<file path="config.mk">
export PLATFORM = sky130hd
export DESIGN_NAME = usb_mem_arbiter
export DESIGN_NICKNAME = d
export VERILOG_FILES = /design/src/rtl/usb_mem_pkg.sv /design/src/rtl/usb_mem_arb_lock.sv /design/src/rtl/usb_mem_arbiter.sv
export SDC_FILE = /design/constraint.sdc
export NUM_CORES = 1
export LEC_CHECK = 0
export ABC_AREA = 1
export CAP_MARGIN = 30
export CORE_AREA = 3 3 93 95
export DETAILED_ROUTE_END_ITERATION = 12
export DIE_AREA = 0 0 96 98
export GPL_ROUTABILITY_DRIVEN = 0
export HOLD_SLACK_MARGIN = 0.05
export PLACE_DENSITY = 0.79
export SLEW_MARGIN = 10
export SYNTH_ARGS = -nofsm -noshare
export SYNTH_HDL_FRONTEND = slang
export SYNTH_SLANG_ARGS = --single-unit
</file>
<file path="constraint.sdc">
create_clock -name clk -period 1.3 [get_ports clk]
set_input_delay 0.26 -clock clk [delete_from_list [all_inputs] [get_ports clk]]
set_output_delay 0.26 -clock clk [all_outputs]
set_load 0.02 [all_outputs]
</file>
<file path="src/rtl/usb_mem_pkg.sv">
// usb_mem_pkg
//   Shared definitions for the USB packet-memory bus arbiter:
//   arbiter state encoding, requester ids and the bus word-address width.
package usb_mem_pkg;

    // Arbiter states. LOCK0/LOCK1 are only reachable when the
    // USB_MEM_ARB_LOCK_EN build option is defined.
    typedef enum logic [1:0] {
        ARB   = 2'd0,
        LOCK0 = 2'd1,
        LOCK1 = 2'd2
    } arb_state_e;

    // Requester ids (also the value carried by the response tag).
    localparam logic ID_CPU = 1'b0;
    localparam logic ID_DMA = 1'b1;

    // Bus-side word address width (byte address bits [9:2]).
    localparam int MEM_AW = 8;

endpackage

</file>
<file path="src/rtl/usb_mem_arb_lock.sv">
// usb_mem_arb_lock
//   Locked-burst state machine for usb_mem_arbiter. Tracks which requester
//   (if any) owns the bus and how many beats it has taken, and tells the
//   grant logic when the owner must give way to a waiting peer.
//   Only built when USB_MEM_ARB_LOCK_EN is defined.
//
// Ports
//   clk, rst_n      clock, asynchronous active-low reset
//   avalid[1:0]     request valid per requester (bit N = mN)
//   alock[1:0]      lock request per requester
//   grant[1:0]      one-hot accept issued by the top this cycle
//   lock_active     1 while in LOCK0/LOCK1
//   lock_id         owner id while lock_active
//   force_release   owner hit MAX_BURST and the other requester is waiting
//   state           current FSM state (debug visibility)
module usb_mem_arb_lock
    import usb_mem_pkg::*;
#(
    parameter int unsigned MAX_BURST = 16
) (
    input  logic       clk,
    input  logic       rst_n,
    input  logic [1:0] avalid,
    input  logic [1:0] alock,
    input  logic [1:0] grant,
    output logic       lock_active,
    output logic       lock_id,
    output logic       force_release,
    output arb_state_e state
);

    localparam logic [7:0] MAX_CNT = 8'(MAX_BURST);

    arb_state_e state_q, state_d;
    logic [7:0] cnt_q, cnt_d;

    assign state         = state_q;
    assign lock_active   = (state_q != ARB);
    assign lock_id       = (state_q == LOCK1) ? ID_DMA : ID_CPU;
    assign force_release = lock_active && (cnt_q == MAX_CNT) && avalid[~lock_id];

    always_ff @(posedge clk or negedge rst_n) begin
        if (!rst_n) begin
            state_q <= ARB;
            cnt_q   <= 8'd0;
        end else begin
            state_q <= state_d;
            cnt_q   <= cnt_d;
        end
    end

    always_comb begin
        state_d = state_q;
        cnt_d   = cnt_q;
        case (state_q)
            ARB: begin
                if (grant[0] && alock[0]) begin
                    state_d = LOCK0;
                    cnt_d   = 8'd1;
                end else if (grant[1] && alock[1]) begin
                    state_d = LOCK1;
                    cnt_d   = 8'd1;
                end
            end
            LOCK0, LOCK1: begin
                // Any cycle the owner does not take a locked beat ends the
                // lock: it dropped avalid, released alock, or was forced out.
                if (grant[lock_id] && alock[lock_id]) begin
                    // Saturate so an uncontended owner can stream forever.
                    cnt_d = (cnt_q == MAX_CNT) ? cnt_q : cnt_q + 8'd1;
                end else begin
                    state_d = ARB;
                    cnt_d   = 8'd0;
                end
            end
            default: begin
                state_d = ARB;
                cnt_d   = 8'd0;
            end
        endcase
    end

endmodule

</file>
<file path="src/rtl/usb_mem_arbiter.sv">
// usb_mem_arbiter
//   Shares the 32-bit bus port of the USB packet memory between the CPU bus
//   slave (m0) and the endpoint DMA engine (m1). One access per cycle,
//   round-robin between simultaneous requesters, optional locked bursts.
//   Each accepted access is tagged so the memory's fixed one-cycle response
//   is steered back to the requester that issued it.
//
// Build option
//   USB_MEM_ARB_LOCK_EN  enables LOCK0/LOCK1, the burst counter and the
//                        MAX_BURST forced release. Undefined: alock ignored,
//                        pure round-robin.
//
// Handshake: a requester raises mN_avalid with stable fields and holds them
//   until mN_aready is seen high in the same cycle; that cycle is the
//   transfer. The memory never stalls, so s_avalid is exactly the OR of the
//   two aready outputs, and s_bvalid arrives exactly one cycle later.
//
// Ports
//   clk, rst_n                        clock, asynchronous active-low reset
//   mN_avalid/awe/aaddr/adata/astrb   request from requester N
//   mN_alock                          hold grant after this beat
//   mN_aready                         request N accepted this cycle
//   mN_bvalid, mN_bdata               response to requester N
//   s_avalid/awe/aaddr/adata/astrb    request to the memory
//   s_bvalid, s_bdata                 memory response
//   dbg_state                         arbiter state for debug visibility
module usb_mem_arbiter
    import usb_mem_pkg::*;
#(
    parameter int unsigned MAX_BURST = 16
) (
    input  logic              clk,
    input  logic              rst_n,
    input  logic              m0_avalid,
    output logic              m0_aready,
    input  logic              m0_awe,
    input  logic [MEM_AW-1:0] m0_aaddr,
    input  logic [31:0]       m0_adata,
    input  logic [3:0]        m0_astrb,
    input  logic              m0_alock,
    output logic              m0_bvalid,
    output logic [31:0]       m0_bdata,
    input  logic              m1_avalid,
    output logic              m1_aready,
    input  logic              m1_awe,
    input  logic [MEM_AW-1:0] m1_aaddr,
    input  logic [31:0]       m1_adata,
    input  logic [3:0]        m1_astrb,
    input  logic              m1_alock,
    output logic              m1_bvalid,
    output logic [31:0]       m1_bdata,
    output logic              s_avalid,
    output logic              s_awe,
    output logic [MEM_AW-1:0] s_aaddr,
    output logic [31:0]       s_adata,
    output logic [3:0]        s_astrb,
    input  logic              s_bvalid,
    input  logic [31:0]       s_bdata,
    output arb_state_e        dbg_state
);

    logic [1:0] avalid;
    logic [1:0] grant;
    logic       rr_q;        // id of the last granted requester
    logic       tag_q;       // id owning the response due this cycle
    logic       inflight_q;  // a response is due this cycle
    logic       lock_active;
    logic       lock_id;
    logic       force_release;

    assign avalid = {m1_avalid, m0_avalid};

`ifdef USB_MEM_ARB_LOCK_EN
    usb_mem_arb_lock #(
        .MAX_BURST (MAX_BURST)
    ) u_lock (
        .clk           (clk),
        .rst_n         (rst_n),
        .avalid        (avalid),
        .alock         ({m1_alock, m0_alock}),
        .grant         (grant),
        .lock_active   (lock_active),
        .lock_id       (lock_id),
        .force_release (force_release),
        .state         (dbg_state)
    );
`else
    logic unused_lock;
    assign unused_lock   = ^{m0_alock, m1_alock, MAX_BURST[0]};
    assign lock_active   = 1'b0;
    assign lock_id       = ID_CPU;
    assign force_release = 1'b0;
    assign dbg_state     = ARB;
`endif

    // Grant: the lock owner wins unless it is idle or being forced out, in
    // which case the other requester may take this same cycle. Otherwise
    // a tie goes to the requester that was not granted last.
    always_comb begin
        grant = 2'b00;
        if (lock_active) begin
            if (avalid[lock_id] && !force_release) begin
                grant[lock_id] = 1'b1;
            end else if (avalid[~lock_id]) begin
                grant[~lock_id] = 1'b1;
            end
        end else if (&avalid) begin
            grant[~rr_q] = 1'b1;
        end else begin
            grant = avalid;
        end
    end

    assign m0_aready = grant[0];
    assign m1_aready = grant[1];
    assign s_avalid  = |grant;

    always_comb begin
        s_awe   = 1'b0;
        s_aaddr = '0;
        s_adata = 32'd0;
        s_astrb = 4'd0;
        if (grant[0]) begin
            s_awe   = m0_awe;
            s_aaddr = m0_aaddr;
            s_adata = m0_adata;
            s_astrb = m0_astrb;
        end else if (grant[1]) begin
            s_awe   = m1_awe;
            s_aaddr = m1_aaddr;
            s_adata = m1_adata;
            s_astrb = m1_astrb;
        end
    end

    always_ff @(posedge clk or negedge rst_n) begin
        if (!rst_n) begin
            rr_q       <= ID_DMA;
            tag_q      <= ID_CPU;
            inflight_q <= 1'b0;
        end else begin
            if (s_avalid) begin
                rr_q <= grant[1];
            end
            tag_q      <= grant[1];
            inflight_q <= s_avalid;
        end
    end

    // A response with nothing in flight (e.g. one issued before a reset)
    // is dropped here.
    assign m0_bvalid = s_bvalid && inflight_q && (tag_q == ID_CPU);
    assign m1_bvalid = s_bvalid && inflight_q && (tag_q == ID_DMA);
    assign m0_bdata  = s_bdata;
    assign m1_bdata  = s_bdata;

endmodule
</file>
==> flow_summary_export.csv <==
group,metric,value,unit
outcome,run_status,"complete, but fails checks",
outcome,violations,"setup timing",
placed_design,portBuffers,144,
sta,layout_min_cycle_time,1.675,ns
power_and_ir_drop,pwr_density_cell,643.1,nW/µm²
yosys,syn_avg_cell_area,5.855,µm²
detailed_routing,avgViaCountPerCell,4.471,
die,design.die.area,9408,µm²
critical_path,start_kind,"flip-flop",
detailed_routing,drt-wirelength-per-cell,14.93,µm
grt,grt_first_pass_wirelength,8.756,mm
clock_network,clock-root-buffer,"sky130_fd_sc_hd__clkbuf_8",
cells_and_area,layout-area-overhead-vs-synth,99.28,%
die,chipWidth,96,µm
sta,setup_ws,-0.3751,ns
die,cell_row_count,32,
grt,grt_start_max_net_pins,29,
critical_path,timing.critical_path.to_type,"output pin",
grt,groute.usage.overall,11.73,%
detailed_routing,routed_via_count,1851,
worst_hold_path,timing.hold.worst.class,"primary input to async pin",
sta,rsz0062_at_grt,"true",
yosys,synth.mux.area_fraction,0,%
yosys,yosys_warnings,0,
placed_design,placedInstanceArea,2512,µm²
yosys,synth_seq_cells,3,
critical_path,regToRegEndpoint,"inflight_q$_DFF_PN0_",
sta,fin_skew,0.002917,ns
cells_and_area,layout.cells.most_common_list,"91 x sky130_fd_sc_hd__clkdlybuf4s50_1, 81 x sky130_fd_sc_hd__nand3_1, 47 x sky130_fd_sc_hd__buf_6",
grt,global_route.overflow_total,0,
clock_network,cts_made_buffers,3,
clock_network,cts_sinks,3,
grt,grt_pass1_vias,1850,
yosys,synth_top_family_by_area,"simple AND/OR/NAND/NOR gates",
sta,report.final.slew_viol_count,0,
cells_and_area,mostFrequentLayoutCell,"sky130_fd_sc_hd__clkdlybuf4s50_1",
detailed_routing,postRouteWirelength,6.180,mm
sta,finalHoldViolCount,0,
power_and_ir_drop,total_leakage_power,1.269,nW
yosys,synth_simple_gate_area_share,47.16,%
sta,report.final.setup_viol,48,
critical_path,crit_fanout,6,
yosys,post-synth-top-area-cell,"sky130_fd_sc_hd__buf_4",
critical_path,rr_startpoint,"rr_q$_DFFE_PN1P_",
sta,final.setup.tns,-15.67,ns
placed_design,place_inst,407,
cells_and_area,diodes,0,
die,die_height,98,µm
clock_network,cts_buffer_depth,2,
detailed_routing,ant_nets,0,
yosys,synth_sequential_area_ratio,5.500,%
power_and_ir_drop,power.total,1.778,mW
clock_network,holdBufCountCts,0,
clock_network,htreeDepth,1,
yosys,mappedNetlistArea,1388,µm²
sta,clock.fmax,0.5970,GHz
die,core_region_area,7807,µm²
cells_and_area,finalNetCount,442,
detailed_routing,drc_errors,0,
detailed_routing,dr.pass1.iters,4,
critical_path,setup.reg_to_reg.worst_slack,0.17,ns
cells_and_area,drive_gt1_share,37.18,%
cells_and_area,instances_no_fill,414,
critical_path,cp_data_required_time,1.04,ns
yosys,post_synth_fa_ha_maj_area_fraction,0,%
power_and_ir_drop,worst_ir_drop_vdd,0.0002422,V
die,initial_utilization,17.77,%
yosys,synth_top_area_share,39.50,%
yosys,fraction_of_the_mapped_netlist_area_in_compound_gates,0.3607,%
clock_network,tritoncts,"built",
clock_network,clk_pin_slew_worst_paths,0.03,ns
clock_network,postCtsSetupRepairBufs,0,
die,ioPinCount,245,
yosys,synth_top_cells_by_area,"sky130_fd_sc_hd__buf_4 39%, sky130_fd_sc_hd__nand3_1 32%, sky130_fd_sc_hd__nand2_1 13%",
cells_and_area,finalInstanceArea,2765,µm²
flow_run,drv.max_cap_violation_count,0,
critical_path,arrival_time_of_the_worst_setup_path,1.42,ns
sta,final.period_utilization,128.9,%
placed_design,place_hpwl,4.689,mm
yosys,post_synth_inst_count,237,
grt,antenna_found_initial,0,
clock_network,worst_skew_pair.late_latency,0.22,ns
yosys,yosys.area_share.xor_xnor,0,%
yosys,post_synth_cell_types,13,
critical_path,criticalPathCategory,"flip-flop to output pin",
detailed_routing,drtIter0Drc,44,
critical_path,rr_worst_depth,4,
sta,fin_worst_hold_slack,0.2283,ns
report_power, final:
part | internal, mW | switching [mW]
logic | 0.744 | 0.645
registers | 0.108 | 0.00898
clock network | 0.209 | 0.0627
kinds of logic (layout without fill, tap and decap cells):
logic type / after synthesis / count (layout)
other: 1 / 2
and+or+nand+nor: 143 / 143
DFF: 3 / 3
buffers and inverters: 89 / 163
AOI/OAI and AO/OA: 1 / 1
per-stage QoR:
step | worst slack [ns] | util (%)
final | -0.3751 | 35.42
after global routing | -0.4163 | 35.42
after CTS | -0.3904 | 34.05
after detailed placement | -0.6263 | 32.18
after global placement | -0.5867 | 32.18
after floorplan | -0.002439 | -
registers in the layout, summed over array words and instances (netlist names):
name        flops
tag_q           1
inflight_q      1
rr_q            1
worst max-delay path by stage:
stage	to	depth (start not counted)	start
after floorplan	s_adata[10]	6	rr_q$_DFFE_PN1P_
after global placement	s_adata[8]	6	rr_q$_DFFE_PN1P_
after detailed placement	s_adata[15]	6	rr_q$_DFFE_PN1P_
after CTS	s_adata[8]	6	rr_q$_DFFE_PN1P_
after global routing	s_adata[9]	6	rr_q$_DFFE_PN1P_
final	s_adata[9]	6	rr_q$_DFFE_PN1P_
worst max-delay path, stage by stage (launching register included):
cell,delay [ns]
sky130_fd_sc_hd__dfstp_2,0.56
sky130_fd_sc_hd__inv_4,0.05
sky130_fd_sc_hd__nand2_8,0.12
sky130_fd_sc_hd__clkbuf_16,0.17
sky130_fd_sc_hd__nand3_1,0.09
sky130_fd_sc_hd__nand2_2,0.09
sky130_fd_sc_hd__buf_6,0.11
synthesized netlist by cell type:
| master | instances |
|---|---|
| sky130_fd_sc_hd__nand3_1 | 90 |
| sky130_fd_sc_hd__buf_4 | 73 |
| sky130_fd_sc_hd__nand2_1 | 49 |
| sky130_fd_sc_hd__buf_2 | 8 |
| sky130_fd_sc_hd__buf_6 | 4 |
| sky130_fd_sc_hd__inv_1 | 3 |
| sky130_fd_sc_hd__dfrtp_1 | 2 |
| sky130_fd_sc_hd__nand2_2 | 2 |
| sky130_fd_sc_hd__nor2_1 | 2 |
| sky130_fd_sc_hd__conb_1 | 1 |
| sky130_fd_sc_hd__dfstp_2 | 1 |
| sky130_fd_sc_hd__inv_2 | 1 |
| sky130_fd_sc_hd__o21ai_0 | 1 |
what timing repair did:
action / CTS / global route
cloned: 2 / 1
pin swaps: 1 / 5
resized for setup: 295 / 23
setup endpoints to repair: 50 / 50
layer usage:
metal / part of all wire, % / track usage, % / vias up
met5: 0 / 0 / -
met2: 53 / 23.05 / 133
met1: 33 / 11.06 / 828
met4: 2.9 / 5.361 / 0
li1: - / - / 862
met3: 11 / 2.542 / 28
cell type report:
type / count / area [µm²]
clock buffer: 4 / 45.04
fill: 805 / 5042
inverter: 4 / 17.52
multi-input combinational: 146 / 815.8
sequential: 3 / 76.32
tap: 102 / 127.6
timing repair buffer: 155 / 1683
(Power assumes the default switching activity.)
